<file path="src/rtl/behavior_decode_stream_pkg.sv">
// ---------------------------------------------------------------------------
// behavior_decode_stream_pkg
// Shared widths, depths and code constants for the behaviour-compare decode
// stream. Imported by behavior_decode_lut and behavior_decode_stream.
// ---------------------------------------------------------------------------
package behavior_decode_stream_pkg;

  localparam int NIBBLE_W   = 4;
  localparam int FIFO_DEPTH = 2;
  localparam int CNT_W      = 8;

  // Pointer and occupancy widths for the 2-entry buffer.
  localparam int PTR_W = 1;
  localparam int OCC_W = 2;

  localparam logic [OCC_W-1:0] OCC_FULL = OCC_W'(FIFO_DEPTH);
  localparam logic [CNT_W-1:0] CNT_MAX  = '1;

  // Codes the encoder never produces.
  localparam logic [NIBBLE_W-1:0] INV_CODE_A = 4'd0;
  localparam logic [NIBBLE_W-1:0] INV_CODE_B = 4'd10;

  // Range of codes that map to more than one original nibble.
  localparam logic [NIBBLE_W-1:0] AMB_LO = 4'd5;
  localparam logic [NIBBLE_W-1:0] AMB_HI = 4'd6;

  // One decoded FIFO entry.
  typedef struct packed {
    logic [NIBBLE_W-1:0] data;
    logic                amb;
    logic                err;
  } dec_entry_t;

endpackage

</file>
<file path="src/rtl/behavior_decode_lut.sv">
// ---------------------------------------------------------------------------
// behavior_decode_lut
// Purely combinational decode of one encoded nibble.
//   code : encoded nibble
//   data : decoded nibble (0 for invalid codes)
//   amb  : code maps ambiguously (codes 5,6)
//   err  : code is never produced by the encoder (codes 0,10)
// Map: 1..4 -> code-1, 5..6 -> code-1 (amb), 7..9 -> code+1,
//      11..15 -> code, 0/10 -> 0 (err).
// ---------------------------------------------------------------------------
module behavior_decode_lut
  import behavior_decode_stream_pkg::*;
(
  input  logic [NIBBLE_W-1:0] code,
  output logic [NIBBLE_W-1:0] data,
  output logic                amb,
  output logic                err
);

  always_comb begin
    data = '0;
    amb  = 1'b0;
    err  = 1'b0;
    if (code == INV_CODE_A || code == INV_CODE_B) begin
      err = 1'b1;
    end else if (code >= AMB_LO && code <= AMB_HI) begin
      data = code - 4'd1;
      amb  = 1'b1;
    end else if (code <= 4'd4) begin
      // code 0 already excluded above, so this is 1..4
      data = code - 4'd1;
    end else if (code <= 4'd9) begin
      data = code + 4'd1;
    end else begin
      data = code;
    end
  end

endmodule

</file>
<file path="src/rtl/behavior_decode_stream.sv">
// ---------------------------------------------------------------------------
// behavior_decode_stream
// Decodes a stream of encoded nibbles through behavior_decode_lut into a
// 2-entry in-order FIFO, with optional ambiguous/invalid statistics.
//
// Ports:
//   clk, rst_n          : clock, synchronous active-low reset
//   in_data/in_valid    : encoded nibble input, in_ready = space available
//   out_data/amb/err    : head FIFO entry, out_valid = FIFO non-empty,
//                         out_ready = consumer takes the head this cycle
//   stats_clr           : synchronous clear of amb_cnt/err_cnt
//   amb_cnt, err_cnt    : saturating counts of accepted amb/err codes
//
// Handshake: a transfer happens on a rising edge where valid and ready are
// both high; valid never waits on ready, and in_ready is a function of the
// registered occupancy only (no combinational path from out_ready).
//
// Configuration macro BEHAVIOR_DECODE_STATS_EN: when defined the statistics
// counters exist; otherwise amb_cnt/err_cnt are constant 0 and stats_clr is
// ignored.
// ---------------------------------------------------------------------------
module behavior_decode_stream
  import behavior_decode_stream_pkg::*;
(
  input  logic                clk,
  input  logic                rst_n,
  input  logic [NIBBLE_W-1:0] in_data,
  input  logic                in_valid,
  output logic                in_ready,
  output logic [NIBBLE_W-1:0] out_data,
  output logic                out_amb,
  output logic                out_err,
  output logic                out_valid,
  input  logic                out_ready,
  input  logic                stats_clr,
  output logic [CNT_W-1:0]    amb_cnt,
  output logic [CNT_W-1:0]    err_cnt
);

  dec_entry_t        lut_entry;
  dec_entry_t        mem [FIFO_DEPTH];
  logic [PTR_W-1:0]  rd_ptr;
  logic [PTR_W-1:0]  wr_ptr;
  logic [OCC_W-1:0]  occ;
  logic              push;
  logic              pop;

  // Decode on the input side so the FIFO stores finished entries.
  behavior_decode_lut u_lut (
    .code (in_data),
    .data (lut_entry.data),
    .amb  (lut_entry.amb),
    .err  (lut_entry.err)
  );

  assign in_ready  = (occ < OCC_FULL);
  assign out_valid = (occ != '0);
  assign push      = in_valid && in_ready;
  assign pop       = out_valid && out_ready;

  assign out_data  = mem[rd_ptr].data;
  assign out_amb   = mem[rd_ptr].amb;
  assign out_err   = mem[rd_ptr].err;

  // Storage is cleared on reset so the idle head reads as all zeros.
  always_ff @(posedge clk) begin
    if (!rst_n) begin
      occ    <= '0;
      rd_ptr <= '0;
      wr_ptr <= '0;
      for (int i = 0; i < FIFO_DEPTH; i++) begin
        mem[i] <= '0;
      end
    end else begin
      if (push) begin
        mem[wr_ptr] <= lut_entry;
        wr_ptr      <= wr_ptr + 1'b1;
      end
      if (pop) begin
        rd_ptr <= rd_ptr + 1'b1;
      end
      case ({push, pop})
        2'b10:   occ <= occ + 2'd1;
        2'b01:   occ <= occ - 2'd1;
        default: occ <= occ;
      endcase
    end
  end

`ifdef BEHAVIOR_DECODE_STATS_EN
  logic [CNT_W-1:0] amb_q;
  logic [CNT_W-1:0] err_q;

  // Clear wins over a same-cycle increment; counts stick at CNT_MAX.
  always_ff @(posedge clk) begin
    if (!rst_n || stats_clr) begin
      amb_q <= '0;
      err_q <= '0;
    end else begin
      if (push && lut_entry.amb && amb_q != CNT_MAX) begin
        amb_q <= amb_q + CNT_W'(1);
      end
      if (push && lut_entry.err && err_q != CNT_MAX) begin
        err_q <= err_q + CNT_W'(1);
      end
    end
  end

  assign amb_cnt = amb_q;
  assign err_cnt = err_q;
`else
  logic unused_stats_clr;

  assign unused_stats_clr = stats_clr;
  assign amb_cnt          = '0;
  assign err_cnt          = '0;
`endif

endmodule

</file>
<file path="config.mk">
export PLATFORM = sky130hd
export DESIGN_NAME = behavior_decode_stream
export DESIGN_NICKNAME = d
export VERILOG_FILES = /design/src/rtl/behavior_decode_stream_pkg.sv /design/src/rtl/behavior_decode_lut.sv /design/src/rtl/behavior_decode_stream.sv
export SDC_FILE = /design/constraint.sdc
export NUM_CORES = 1
export LEC_CHECK = 0
export ABC_AREA = 1
export ABC_CLOCK_PERIOD_IN_PS = 1800
export BUFFER_PORTS_ARGS = -buffer_cell sky130_fd_sc_hd__buf_2
export CAP_MARGIN = 20
export CORE_UTILIZATION = 51
export DETAILED_ROUTE_END_ITERATION = 6
export PLACE_DENSITY_LB_ADDON = 0.2
export RECOVER_POWER = 25
export SKIP_LAST_GASP = 1
export SLEW_MARGIN = 0
export SYNTH_ARGS = -nofsm -noshare
export SYNTH_HDL_FRONTEND = slang
export SYNTH_HIERARCHICAL = 1
export SYNTH_SLANG_ARGS = --single-unit
export TNS_END_PERCENT = 50
</file>
<file path="constraint.sdc">
create_clock -name clk -period 1.8 [get_ports clk]
set_input_delay 0.27 -clock clk [delete_from_list [all_inputs] [get_ports clk]]
set_output_delay 0.27 -clock clk [all_outputs]
set_load 0.005 [all_outputs]
</file>
# ---- Word-level counts from Yosys, hierarchy flattened
# Memory sizes are Yosys's and may differ from the RTL's. A register that Yosys moved wholly into a read port is not among the register bits.
# Index checks and enable logic that the tools add are counted.
dict set report totals {
  ff_bits 4
  mem_bits_rw 12
  output_inout_bits 24
  elab_cells 43
  memories 1
}
# name words word_bits read_ports rd_ports_with_merged_regs wr line
set mem_list {}
lappend mem_list {mem 2 6 1 1 2 behavior_decode_stream.sv:41} ;# dec_entry_t mem [FIFO_DEPTH];
dict set report op_classes {
  add_sub_neg 6
  magnitude_cmp 5
  eq_ne 3
  n_mux 17
  n_reduce_logical 8
}
# cell count
set op_table {}
lappend op_table {{4-bit two-way mux} 4}
lappend op_table {{1-bit two-way mux} 11}
lappend op_table {{4-bit by 3-bit <= comparator with 1-bit output (second input constant)} 2}
lappend op_table {{6-bit two-way mux} 1}
lappend op_table {{6-bit OR reduction} 1}
lappend op_table {{4-bit by 1-bit adder with 4-bit output (second input constant)} 1}
lappend op_table {{4-bit == test (second input constant)} 1}
lappend op_table {{4-bit by 3-bit >= comparator with 1-bit output (second input constant)} 1}
lappend op_table {{4-bit <= comparator (second input constant)} 1}
lappend op_table {{4-bit zero test} 1}
lappend op_table {{2-bit case mux with 2 select lines} 1}
lappend op_table {{2-bit nonzero test} 2}
lappend op_table {{4-bit by 1-bit subtractor with 4-bit output (second input constant)} 1}
lappend op_table {{1-bit logical AND} 3}
lappend op_table {{1-bit adder (second input constant)} 2}
lappend op_table {{2-bit by 1-bit adder with 2-bit output (second input constant)} 1}
lappend op_table {{2-bit by 1-bit == test with 1-bit output (second input constant)} 1}
lappend op_table {{2-bit == test (second input constant)} 1}
lappend op_table {{2-bit < comparator (second input constant)} 1}
lappend op_table {{2-bit by 1-bit subtractor with 2-bit output (second input constant)} 1}
lappend op_table {{1-bit logical OR} 1}

# ---- Depth between registers and ports, before layout
dict set report logic_depth {
  depth_word 7
  ltp_mapped 11
}

# ---- Cells and area by module
# The synthesis kept the hierarchy.
# module instances cells_per_inst area_each_um2 seq_area_each_um2
set modules_own_cells {}
lappend modules_own_cells {behavior_decode_stream 1 91 909.6 460.4}
lappend modules_own_cells {behavior_decode_lut 1 48 291.5 0.0}

# ---- Least setup slack after synthesis
# No wires, ideal clock.
dict set report synth_timing {
  path_type {input-to-reg}
  from {input in_data[0]}
  to {memory mem[1][3] (netlist name), data pin}
  setup_time_ns 0.256
  arrival_time_ns 1.179
  t_required_ns 1.544
  slack_ns 0.365
  stages 9
  cell_sequence {inv_1 > ha_1 > o21ai_2 > nand2_1 > nand2_1 > nor3b_1 > nor2_1 > inv_1 > nor2_1}
}
# item line
set synth_rtl {}
lappend synth_rtl {{start, declared} behavior_decode_stream.sv:27} ;# input logic [NIBBLE_W-1:0] in_data,
lappend synth_rtl {{end, declared} behavior_decode_stream.sv:41}

==> flow_metrics.env <==
export IMPL_status="complete, no violations"
export IMPL_clk_pin_slew_ps=90
export IMPL_num_fill_cells=212
export IMPL_synthAdderAreaFrac=0.0625
export IMPL_path_max_fanout=8
export IMPL_drv_slew=0
export IMPL_via_per_inst=4.58
export IMPL_min_to="occ[1]"
export IMPL_nNetsFinal=171
export IMPL_leakagePower_nw=0.615
export IMPL_min_from="rst_n"
export IMPL_skew_ps=5.05
export IMPL_worst_slack_ps=225
export IMPL_clk_path_buf_depth=2
export IMPL_yosysUniqueCellTypes=29
export IMPL_num_antenna_cells=0
export IMPL_holdPathStages=3
export IMPL_holdCritPathClass="primary input to register"
export IMPL_die_w_um=50.5
export IMPL_yosys_area_share_simple=0.271
export IMPL_clk_latency_ps=280
export IMPL_coreArea_um2=2210
export IMPL_die_y_um=50.5
export IMPL_synth_top_family_by_area="simple AND/OR/NAND/NOR gates"
export IMPL_totalWireLength_um=1790
export IMPL_crit_top_cell="nand2_1"
export IMPL_power_frac_seq=0.491
export IMPL_pin_count=33
export IMPL_powerDensity_nw_per_um2=859
export IMPL_postCtsSetupRepairBufs=0
export IMPL_clkPwrFrac=0.183
export IMPL_cap_violations=0
export IMPL_fmaxAchievable_mhz=635
export IMPL_power_total_mw=1.07
export IMPL_initial_core_util=0.543
export IMPL_drc=0
export IMPL_synth_avg_cell_area_um2=8.64
export IMPL_grt_use_total=0.165
export IMPL_p_switching_mw=0.354
export IMPL_cpPeakStageDelay_ps=350
export IMPL_synth_yosys_warnings=6
export IMPL_grt_max_degree=10
export IMPL_hold_buffers=0
export IMPL_postCtsResizedCells=0
export IMPL_grt_remaining_overflow=0
export IMPL_crit_arrival_ps=1540
export IMPL_timing_setup_tns_ps=0
export IMPL_crit_path_start_kind="register"
export IMPL_vias=839
export IMPL_wl_per_cell_um=9.79
export IMPL_cts_tree="built"
export IMPL_cts_sinks=17
export IMPL_ff2ff_path_depth=5
export IMPL_finalCriticalPeriod_ps=1570
export IMPL_syn_cell_area_um2=1200
export IMPL_hold_viol_final=0
export IMPL_area_growth_pct=3.65
export IMPL_p_int_mw=0.716
export IMPL_muxShareOfSynthArea=0.0562
export IMPL_htree_levels=1
export IMPL_synth_compound_area_frac=0.0531
export IMPL_dieArea_um2=2550
export IMPL_row_count=17
export IMPL_r2r_start="occ[1]"
export IMPL_r2r_end="mem[0][4]"
export IMPL_layout_drive_gt1_share=0.258
export IMPL_vdd_drop_max_mv=0.547
export IMPL_rsz0062_at_grt="false"
export IMPL_pwr_share_comb=0.326
export IMPL_crit_slowest_cell="dfxtp_1"
export IMPL_cts_buffers=3
export IMPL_first_pass_iters=4
export IMPL_synth_seq_cells=17
export IMPL_p_sw_frac=0.331
export IMPL_pre_cts_ws_ps=82.8
export IMPL_path_class="register to register"
export IMPL_syn_instance_count=139
export IMPL_grt_pass1_vias=783
export IMPL_synthFlopType="edfxtp_1"
export IMPL_synthXorXnorAreaFrac=0.00729
export IMPL_dp_hpwl_um=1450
export IMPL_first_iter_violations=21
export IMPL_crit_chain="inv_1 -> nand2_1 -> nor2_4 -> nand2_1 -> nand2_1"
export IMPL_fin_crit_sh=0.875
export IMPL_ys_seq_area_frac=0.383
export IMPL_ant_nets=0
export IMPL_grt_antenna_before_repair=0
export IMPL_synth_edf_count=12
export IMPL_grt_pass1_wl_um=3200
export IMPL_setup_violations=0
export IMPL_end_kind="register"
export IMPL_r2r_slack_ps=230
export IMPL_routabilityCongestion=0.750
export IMPL_synth_async_reset_ratio=0
export IMPL_portBuffers=15
export IMPL_critical_path_required_ps=1770
export IMPL_clock_root_buffer="clkbuf_4"
critical path: cells and delay by family (launching register included):
family	cells	cell delay [ps]
flip-flops	1	350
AND/OR/NAND/NOR	4	800
buffers and inverters	1	120
layout by cell type (no fill, tap or decap):
cell type  Yosys  final
a21oi_1        3      3
a21oi_2        1      1
and3_2         1      1
buf_2          1     14
clkbuf_1       0      2
clkbuf_4       0      3
conb_1         1     16
dfxtp_1        5      5
edfxtp_1      12     12
ha_1           6      6
inv_1         14     15
inv_2          3      2
mux2_2         6      6
nand2_1       22     24
nand2_4        2      1
nand3_1        8      9
nand4_1        1      1
nand4_2        1      1
nor2_1        17     17
nor2_2         8      8
nor2_4         1      1
nor3_1         1      1
nor3b_1        1      1
o21a_1         1      1
o21ai_0        1      1
o21ai_2        1      1
o21bai_4       1      1
xor2_1         1      1
routing by layer:
metal,track usage,wire length [um],vias to the layer above
met5,0,0,-
li1,-,-,445
met1,0.200,860,371
met4,0.0694,26,0
met3,0.0273,53,2
met2,0.287,853,21
state kept, by name, summed over array words and instances (netlist names), named ones only:
name    cells
wr_ptr      1
mem        12
rd_ptr      1
occ         2
Yosys cell counts, types with 2 or more instances:
cell | count | share of area
a21oi_1 | 3 | 0.012
buf_4 | 17 | 0.11
dfxtp_1 | 5 | 0.083
edfxtp_1 | 12 | 0.30
ha_1 | 6 | 0.062
inv_1 | 14 | 0.044
inv_2 | 3 | 0.0094
mux2_2 | 6 | 0.056
nand2_1 | 22 | 0.069
nand2_4 | 2 | 0.019
nand3_1 | 8 | 0.033
nor2_1 | 17 | 0.053
nor2_2 | 8 | 0.042
through the flow:
step	instances	area, um^2	hold WS [ps]	util
after global placement	179	1230	468	0.558
after detailed placement	179	1230	484	0.558
after CTS	183	1260	295	0.570
after global routing	183	1240	304	0.563
after floorplan	154	1260	451	-
final	183	1240	296	0.563
area by class of cell:
class                   count  area [um^2]  area share
clock buffers               4         26.3      0.0211
well taps                  28         35.0      0.0281
inverters                  17         63.8      0.0513
repair buffers             15         73.8      0.0593
multi-input cells         102          586       0.470
flip-flops and latches     17          460       0.370
power by group through the flow:
| stage | registers, mW | clock network, mW | logic, mW |
|---|---|---|---|
| finish | 0.525 | 0.195 | 0.349 |
| global route | 0.534 | 0.223 | 0.401 |
| CTS | 0.528 | 0.199 | 0.362 |
| detailed placement | 0.538 | 0 | 0.360 |
| global placement | 0.534 | 0 | 0.347 |
| floorplan | 0.517 | 0 | 0.304 |
how the worst max path moves through the flow:
stage                          start         to  cells past startpoint
after floorplan           in_data[0]  mem[1][3]                      9
after global placement    in_data[0]  mem[1][3]                     10
after detailed placement  in_data[0]  mem[1][3]                     10
after CTS                   register    out_amb                      2
after global routing          occ[1]  mem[0][4]                      5
final                         occ[1]  mem[0][4]                      5
kinds of logic (layout without fill, tap and decap cells):
family / after synthesis / count (layout)
multiplexers: 6 / 6
other: 1 / 16
AO/OA/AOI/OAI: 8 / 8
adder cells (fa/ha/maj): 6 / 6
flip-flops: 17 / 17
buffers and inverters: 35 / 36
XOR/XNOR: 1 / 1
AND/OR/NAND/NOR: 65 / 65
(Power assumes the default switching activity.)
